### config.mk
export PLATFORM = sky130hd
export DESIGN_NAME = draw_cmd_sequencer_flat
export DESIGN_NICKNAME = d
export VERILOG_FILES = /design/src/rtl/draw_cmd_sequencer_if.sv /design/src/rtl/draw_cmd_sequencer.sv /design/src/flat_wrapper.sv
export SDC_FILE = /design/constraint.sdc
export NUM_CORES = 1
export LEC_CHECK = 0
export CAP_MARGIN = 10
export CORE_MARGIN = 2
export CORE_UTILIZATION = 43
export DETAILED_ROUTE_END_ITERATION = 16
export PLACE_DENSITY = 0.76
export SYNTH_ARGS = -nofsm -noshare
export SYNTH_HDL_FRONTEND = slang
export SYNTH_SLANG_ARGS = --single-unit
### constraint.sdc
create_clock -name CLK -period 1.9 [get_ports CLK]
set_clock_uncertainty 0.15 [all_clocks]
set_input_delay 0.19 -clock CLK [delete_from_list [all_inputs] [get_ports CLK]]
set_output_delay 0.19 -clock CLK [all_outputs]
set_load 0.005 [all_outputs]
### src/rtl/draw_cmd_sequencer_if.sv
// Command-FIFO read port and draw-engine issue port of the draw command sequencer.
interface draw_cmd_sequencer_if #(
  parameter int NPRM  = 4,
  parameter int OPC_W = 8
);
  logic                  CMD_EMPTY;
  logic [31:0]           CMD_RDATA;
  logic                  CMD_RD_EN;
  logic                  ENG_VALID;
  logic                  ENG_READY;
  logic [OPC_W-1:0]      ENG_OPC;
  logic [23:0]           ENG_HDR;
  logic [32*NPRM-1:0]    ENG_PRM;
  logic                  ENG_IDLE;

  modport master (
    input  CMD_EMPTY, CMD_RDATA, ENG_READY, ENG_IDLE,
    output CMD_RD_EN, ENG_VALID, ENG_OPC, ENG_HDR, ENG_PRM
  );

  modport slave (
    output CMD_EMPTY, CMD_RDATA, ENG_READY, ENG_IDLE,
    input  CMD_RD_EN, ENG_VALID, ENG_OPC, ENG_HDR, ENG_PRM
  );
endinterface

### src/rtl/draw_cmd_sequencer.sv
// Draw-command fetch/decode sequencer: pops header + parameters from the command FIFO,
// issues assembled commands to the draw engine and reports BUSY/DONE/ERR.
module draw_cmd_sequencer #(
  parameter int NPRM  = 4,
  parameter int OPC_W = 8
) (
  input  logic                 CLK,
  input  logic                 ARSTN,
  input  logic                 EXE,
  input  logic                 SRST,
  draw_cmd_sequencer_if.master bus,
  output logic                 DRAW_BUSY,
  output logic                 DRAW_DONE,
  output logic                 DRAW_ERR,
  output logic [OPC_W-1:0]     ERR_OPC
);
  localparam int IW = $clog2(NPRM + 1);
  localparam int PW = (NPRM > 1) ? $clog2(NPRM) : 1;

  localparam logic [OPC_W-1:0] OP_NOP      = OPC_W'(8'h00);
  localparam logic [OPC_W-1:0] OP_SETFRAME = OPC_W'(8'h01);
  localparam logic [OPC_W-1:0] OP_SETAREA  = OPC_W'(8'h02);
  localparam logic [OPC_W-1:0] OP_SETCOLOR = OPC_W'(8'h03);
  localparam logic [OPC_W-1:0] OP_EODL     = OPC_W'(8'h0F);
  localparam logic [OPC_W-1:0] OP_PATBLT   = OPC_W'(8'h10);
  localparam logic [OPC_W-1:0] OP_BITBLT   = OPC_W'(8'h11);

  typedef enum logic [2:0] {
    S_IDLE, S_HRD, S_HCAP, S_PRD, S_PCAP, S_ISSUE, S_WIDLE, S_ERR
  } state_t;

  state_t                  state;
  logic                    exe_q;
  logic [IW-1:0]           cnt;
  logic [PW-1:0]           idx;
  logic                    eng_valid;
  logic [OPC_W-1:0]        eng_opc;
  logic [23:0]             eng_hdr;
  logic [NPRM-1:0][31:0]   prm_q;

  logic [OPC_W-1:0]        opc_in;
  logic [IW-1:0]           len_in;
  logic                    legal_in;

  always_comb begin
    opc_in   = bus.CMD_RDATA[31 -: OPC_W];
    len_in   = '0;
    legal_in = 1'b1;
    case (opc_in)
      OP_NOP, OP_EODL:         len_in = IW'(0);
      OP_SETFRAME, OP_SETAREA: len_in = IW'(2);
      OP_SETCOLOR:             len_in = IW'(1);
      OP_PATBLT:               len_in = IW'(3);
      OP_BITBLT:               len_in = IW'(4);
      default:                 legal_in = 1'b0;
    endcase
  end

  // Pop strobe is decoded from state so the FIFO word lands in the following capture cycle;
  // gating with the live empty flag rules out underflow.
  assign bus.CMD_RD_EN = ((state == S_HRD) || (state == S_PRD)) && !bus.CMD_EMPTY && !SRST;
  assign bus.ENG_VALID = eng_valid;
  assign bus.ENG_OPC   = eng_opc;
  assign bus.ENG_HDR   = eng_hdr;
  assign bus.ENG_PRM   = prm_q;

  always_ff @(posedge CLK or negedge ARSTN) begin
    if (!ARSTN) begin
      state     <= S_IDLE;
      exe_q     <= 1'b1;  // a level still high across reset must not count as a new start
      cnt       <= '0;
      idx       <= '0;
      eng_valid <= 1'b0;
      eng_opc   <= '0;
      eng_hdr   <= '0;
      prm_q     <= '0;
      DRAW_BUSY <= 1'b0;
      DRAW_DONE <= 1'b0;
      DRAW_ERR  <= 1'b0;
      ERR_OPC   <= '0;
    end else if (SRST) begin
      state     <= S_IDLE;
      exe_q     <= 1'b1;
      cnt       <= '0;
      idx       <= '0;
      eng_valid <= 1'b0;
      eng_opc   <= '0;
      eng_hdr   <= '0;
      prm_q     <= '0;
      DRAW_BUSY <= 1'b0;
      DRAW_DONE <= 1'b0;
      DRAW_ERR  <= 1'b0;
      ERR_OPC   <= '0;
    end else begin
      exe_q     <= EXE;
      DRAW_DONE <= 1'b0;
      unique case (state)
        S_IDLE: if (EXE && !exe_q) begin
          state     <= S_HRD;
          DRAW_BUSY <= 1'b1;
        end
        S_HRD: if (!bus.CMD_EMPTY) state <= S_HCAP;
        S_HCAP: begin
          eng_opc <= opc_in;
          eng_hdr <= bus.CMD_RDATA[23:0];
          cnt     <= len_in;
          idx     <= '0;
          if (!legal_in) begin
            state     <= S_ERR;
            DRAW_ERR  <= 1'b1;
            ERR_OPC   <= opc_in;
            DRAW_BUSY <= 1'b0;
          end else if (opc_in == OP_EODL) begin
            state <= S_WIDLE;
          end else if (opc_in == OP_NOP) begin
            state <= S_HRD;
          end else if (len_in == '0) begin
            state     <= S_ISSUE;
            eng_valid <= 1'b1;
          end else begin
            state <= S_PRD;
          end
        end
        S_PRD: if (!bus.CMD_EMPTY) state <= S_PCAP;
        S_PCAP: begin
          prm_q[idx] <= bus.CMD_RDATA;
          idx        <= idx + 1'b1;
          if (IW'(idx) + IW'(1) == cnt) begin
            state     <= S_ISSUE;
            eng_valid <= 1'b1;
          end else begin
            state <= S_PRD;
          end
        end
        S_ISSUE: if (bus.ENG_READY) begin
          eng_valid <= 1'b0;
          state     <= S_HRD;
        end
        S_WIDLE: if (bus.ENG_IDLE) begin
          DRAW_DONE <= 1'b1;
          DRAW_BUSY <= 1'b0;
          state     <= S_IDLE;
        end
        S_ERR: state <= S_ERR;
        default: state <= S_IDLE;
      endcase
    end
  end
endmodule

### src/flat_wrapper.sv
// flat-port wrapper written by rule: the top's interface ports become plain ports
module draw_cmd_sequencer_flat 
#(
  parameter int NPRM  = 4,
  parameter int OPC_W = 8
)
  (CLK, ARSTN, EXE, SRST, DRAW_BUSY, DRAW_DONE, DRAW_ERR, ERR_OPC, bus_CMD_EMPTY, bus_CMD_RDATA, bus_ENG_READY, bus_ENG_IDLE, bus_CMD_RD_EN, bus_ENG_VALID, bus_ENG_OPC, bus_ENG_HDR, bus_ENG_PRM);
  draw_cmd_sequencer_if #(.NPRM(NPRM), .OPC_W(OPC_W)) bus_i ();
  input  logic CLK;
  input  logic ARSTN;
  input  logic EXE;
  input  logic SRST;
  output logic DRAW_BUSY;
  output logic DRAW_DONE;
  output logic DRAW_ERR;
  output logic [OPC_W-1:0] ERR_OPC;
  input wire logic [$bits(bus_i.CMD_EMPTY)-1:0] bus_CMD_EMPTY;
  input wire logic [$bits(bus_i.CMD_RDATA)-1:0] bus_CMD_RDATA;
  input wire logic [$bits(bus_i.ENG_READY)-1:0] bus_ENG_READY;
  input wire logic [$bits(bus_i.ENG_IDLE)-1:0] bus_ENG_IDLE;
  output wire logic [$bits(bus_i.CMD_RD_EN)-1:0] bus_CMD_RD_EN;
  output wire logic [$bits(bus_i.ENG_VALID)-1:0] bus_ENG_VALID;
  output wire logic [$bits(bus_i.ENG_OPC)-1:0] bus_ENG_OPC;
  output wire logic [$bits(bus_i.ENG_HDR)-1:0] bus_ENG_HDR;
  output wire logic [$bits(bus_i.ENG_PRM)-1:0] bus_ENG_PRM;
  assign bus_i.CMD_EMPTY = bus_CMD_EMPTY;
  assign bus_i.CMD_RDATA = bus_CMD_RDATA;
  assign bus_i.ENG_READY = bus_ENG_READY;
  assign bus_i.ENG_IDLE = bus_ENG_IDLE;
  assign bus_CMD_RD_EN = bus_i.CMD_RD_EN;
  assign bus_ENG_VALID = bus_i.ENG_VALID;
  assign bus_ENG_OPC = bus_i.ENG_OPC;
  assign bus_ENG_HDR = bus_i.ENG_HDR;
  assign bus_ENG_PRM = bus_i.ENG_PRM;
  draw_cmd_sequencer #(.NPRM(NPRM), .OPC_W(OPC_W)) u_core (.CLK(CLK), .ARSTN(ARSTN), .EXE(EXE), .SRST(SRST), .bus(bus_i), .DRAW_BUSY(DRAW_BUSY), .DRAW_DONE(DRAW_DONE), .DRAW_ERR(DRAW_ERR), .ERR_OPC(ERR_OPC));
endmodule
==> metrics <==
final number of hold-violating endpoints=0; initial antenna violation count=0; outcome=finished, final reports clean; Core Box Area=0.0173 mm^2; mapped cell area=0.00760 mm^2; TritonCTS clock tree=done; async set-reset flop share out of synthesis=1.00; endpoints failing setup=0; worst skew pair latency=0.43 ns; I/O pin total=212; Net Count, Synth=897; Final WS setup=0.0397 ns; pwr dens=890 mW/mm^2; Post-DP HPWL=15,600 um; Combinational Power Share=0.200; Buffers on Ports=211; root buffer cell=clkbuf_16; clock slew at reported path FFs=0.07 ns; nets=1,128; die area=0.0187 mm^2; DR DRC count=0; Max-cap violations=0; final core utilization=0.635; simple-gate share of the synthesized area=0.202; mux share of post-synthesis cell area=0.00527; Filler Cell Count=1,465; vias post-DR=6,877; worst rel slew slack=0.670; worst-path fanout max=4; die width=137 um; worst path cell trace=buf_6 -> or3b_4 -> or4_1 -> a31oi_1; sequential area share after synthesis=0.596; 1st-iter DRT viols=491; drt pass-1 iters=5; Initial Util=0.439; Pleak=4.48 nW; xor and xnor area share after synthesis=0.00576; H-Tree Depth=4; Clock Power Share=0.368; total wire length=22,800 um; cells after synthesis=854; clock sinks=181; Max Root-Sink Buffers=2; largest net degree at the start of global routing=109; critical path arrival=2.06 ns; Tot Pwr=9.77 mW; R2R setup slack=0.04 ns; Slew @ Worst Pin=0.491 ns; Worst Hold Class=in -> async; n_diodes=0; total gr overflow=0; Worst path top cell family by delay=simple AND/OR/NAND/NOR gates; NetSw=2.77 mW; Seq pwr share=0.432; Top FF cell, synth=dfrtp_1; post-place setup slack=-0.199 ns; Cell Area, Placed=0.0103 mm^2; num rows=48; Yosys cell types=42; Synth Register Bits=181; P_int=7.00 mW; CP Launch Type=register; RePlAce Congestion=0.896; FMAX=538 MHz; RSZ-0062 raised after global routing=true; register area=0.00453 mm^2; main combinational cell family by area after synthesis=simple AND/OR/NAND/NOR gates; fin area=0.0110 mm^2; Setup CP Type=reg -> reg; Sum Neg Setup Slack=0 ns; Compound-Gate Fraction of Synth Area=0.145; total track usage=0.248; Final Critical Period=1.86 ns; CP endpoint kind=register; Max VDD drop=0.000622 V; CP max stage delay=0.50 ns; first-pass GRT wire length=35,900 um; area of the multi-input gates=0.00280 mm^2; critical path's slowest cell=or4_1; share of cells above drive strength 1=0.101; synthesized area per cell=8.90 um^2; Post-Synth Adder-Cell Area=0.00659; area growth from synthesis to layout=44.5%; Slew Limit Fails=0; Num CTS Buffers=17; Final period util=0.979; wire per inst=17.3 um; vias in the first global route=6,489; Vias/cell=5.20; EDFF count, synth=0; Syn. warnings=0; DRT antenna net count=0; worst path buffer plus inverter count=1; Critical Path RT=2.10 ns; sw frac=0.283; Die Ht=137 um
[flip-flops by register name, indices dropped and copies added (netlist names)]
| signal | count |
|---|---|
| u_core.bus.ENG_VALID | 1 |
| u_core.exe_q | 1 |
| u_core.cnt | 3 |
| u_core.DRAW_ERR | 1 |
| u_core.DRAW_BUSY | 1 |
| u_core.bus.ENG_HDR | 24 |
| u_core.bus.ENG_OPC | 8 |
| u_core.bus.ENG_PRM | 128 |
| u_core.DRAW_DONE | 1 |
| u_core.ERR_OPC | 8 |
| u_core.idx | 2 |
| u_core.state | 3 |
[power by group through the flow]
stage          clock (mW)  combinational [mW]  sequential [mW]
3_3_place_gp            0                1.86             4.28
3_5_place_dp            0                1.88             4.29
2_1_floorplan           0               0.782             4.28
5_1_grt              3.82                2.14             4.24
6_report             3.59                1.96             4.22
4_1_cts              3.64                1.92             4.21
[cells in the mapped netlist, types with 5 or more instances]
library cell,instances,share of area
nor3_1,7,0.0046
nor2_1,6,0.0030
o21ai_0,13,0.0086
dfrtp_1,180,0.59
nand2b_1,11,0.0091
inv_1,5,0.0025
clkbuf_1,51,0.025
a21oi_1,173,0.11
o31ai_1,5,0.0049
nand2_1,334,0.17
buf_2,14,0.0092
[cell families after synthesis]
group,after synthesis
flip-flops,181
adder cells (fa/ha/maj),4
multiplexers,4
AO/OA/AOI/OAI,208
AND/OR/NAND/NOR,380
buffers and inverters,72
XOR/XNOR,5
[per-layer routing]
metal,global-route usage,vias up,part of all wire
met5,0,-,0
met2,0.383,244,0.48
met3,0.0648,25,0.075
met4,0.0756,0,0.017
li1,-,3253,-
met1,0.344,3355,0.43
[placed cells by master, fill, tap and decap left out, drive strengths merged, types with 4 or more instances in the layout]
master / count
nand2: 334
clkdlybuf4s50: 208
dfrtp: 180
a21oi: 173
buf: 68
clkbuf: 17
o21ai: 13
inv: 12
nand2b: 11
nor3: 8
nor2: 6
o31ai: 5
and2: 4
a31oi: 4
mux2i: 4
ha: 4
clkinv: 4
[final cells by class]
| class | instances | share of cell area |
|---|---|---|
| sequential | 181 | 0.413 |
| multi-input combinational | 601 | 0.255 |
| timing repair buffer | 279 | 0.251 |
| inverter | 5 | 0.00171 |
| clock buffer | 17 | 0.0387 |
| clock inverter | 15 | 0.0156 |
| tap | 225 | 0.0256 |
[stage by stage]
stage,cells,hold WS [ns]
3_5_place_dp,1284,0.0135
5_1_grt,1323,0.154
3_3_place_gp,1284,0.0161
4_1_cts,1320,0.123
6_report,1323,0.124
2_1_floorplan,854,-0.256
[timing repair]
item	in CTS	in global routing
pin swaps	0	4
resized for setup	4	6
endpoints found under the hold margin	175	0
hold buffers	2	0
buffers inserted	2	3
endpoints found under the setup margin	1	42
[worst paths after layout]
path	start	end	cells after the start
min in group CLK	bus_ENG_IDLE	u_core.DRAW_DONE	3
max in group asynchronous	ARSTN	u_core.exe_q	3
worst max register to register	u_core.state[0]	u_core.ERR_OPC[1]	4
worst max-delay path	u_core.state[0]	u_core.ERR_OPC[1]	4
worst min register to register	u_core.bus.ENG_PRM[23]	u_core.bus.ENG_PRM[23]	2
worst min-delay path	ARSTN	u_core.bus.ENG_PRM[85]	2
Note: power is estimated with default switching activity, not from simulation.
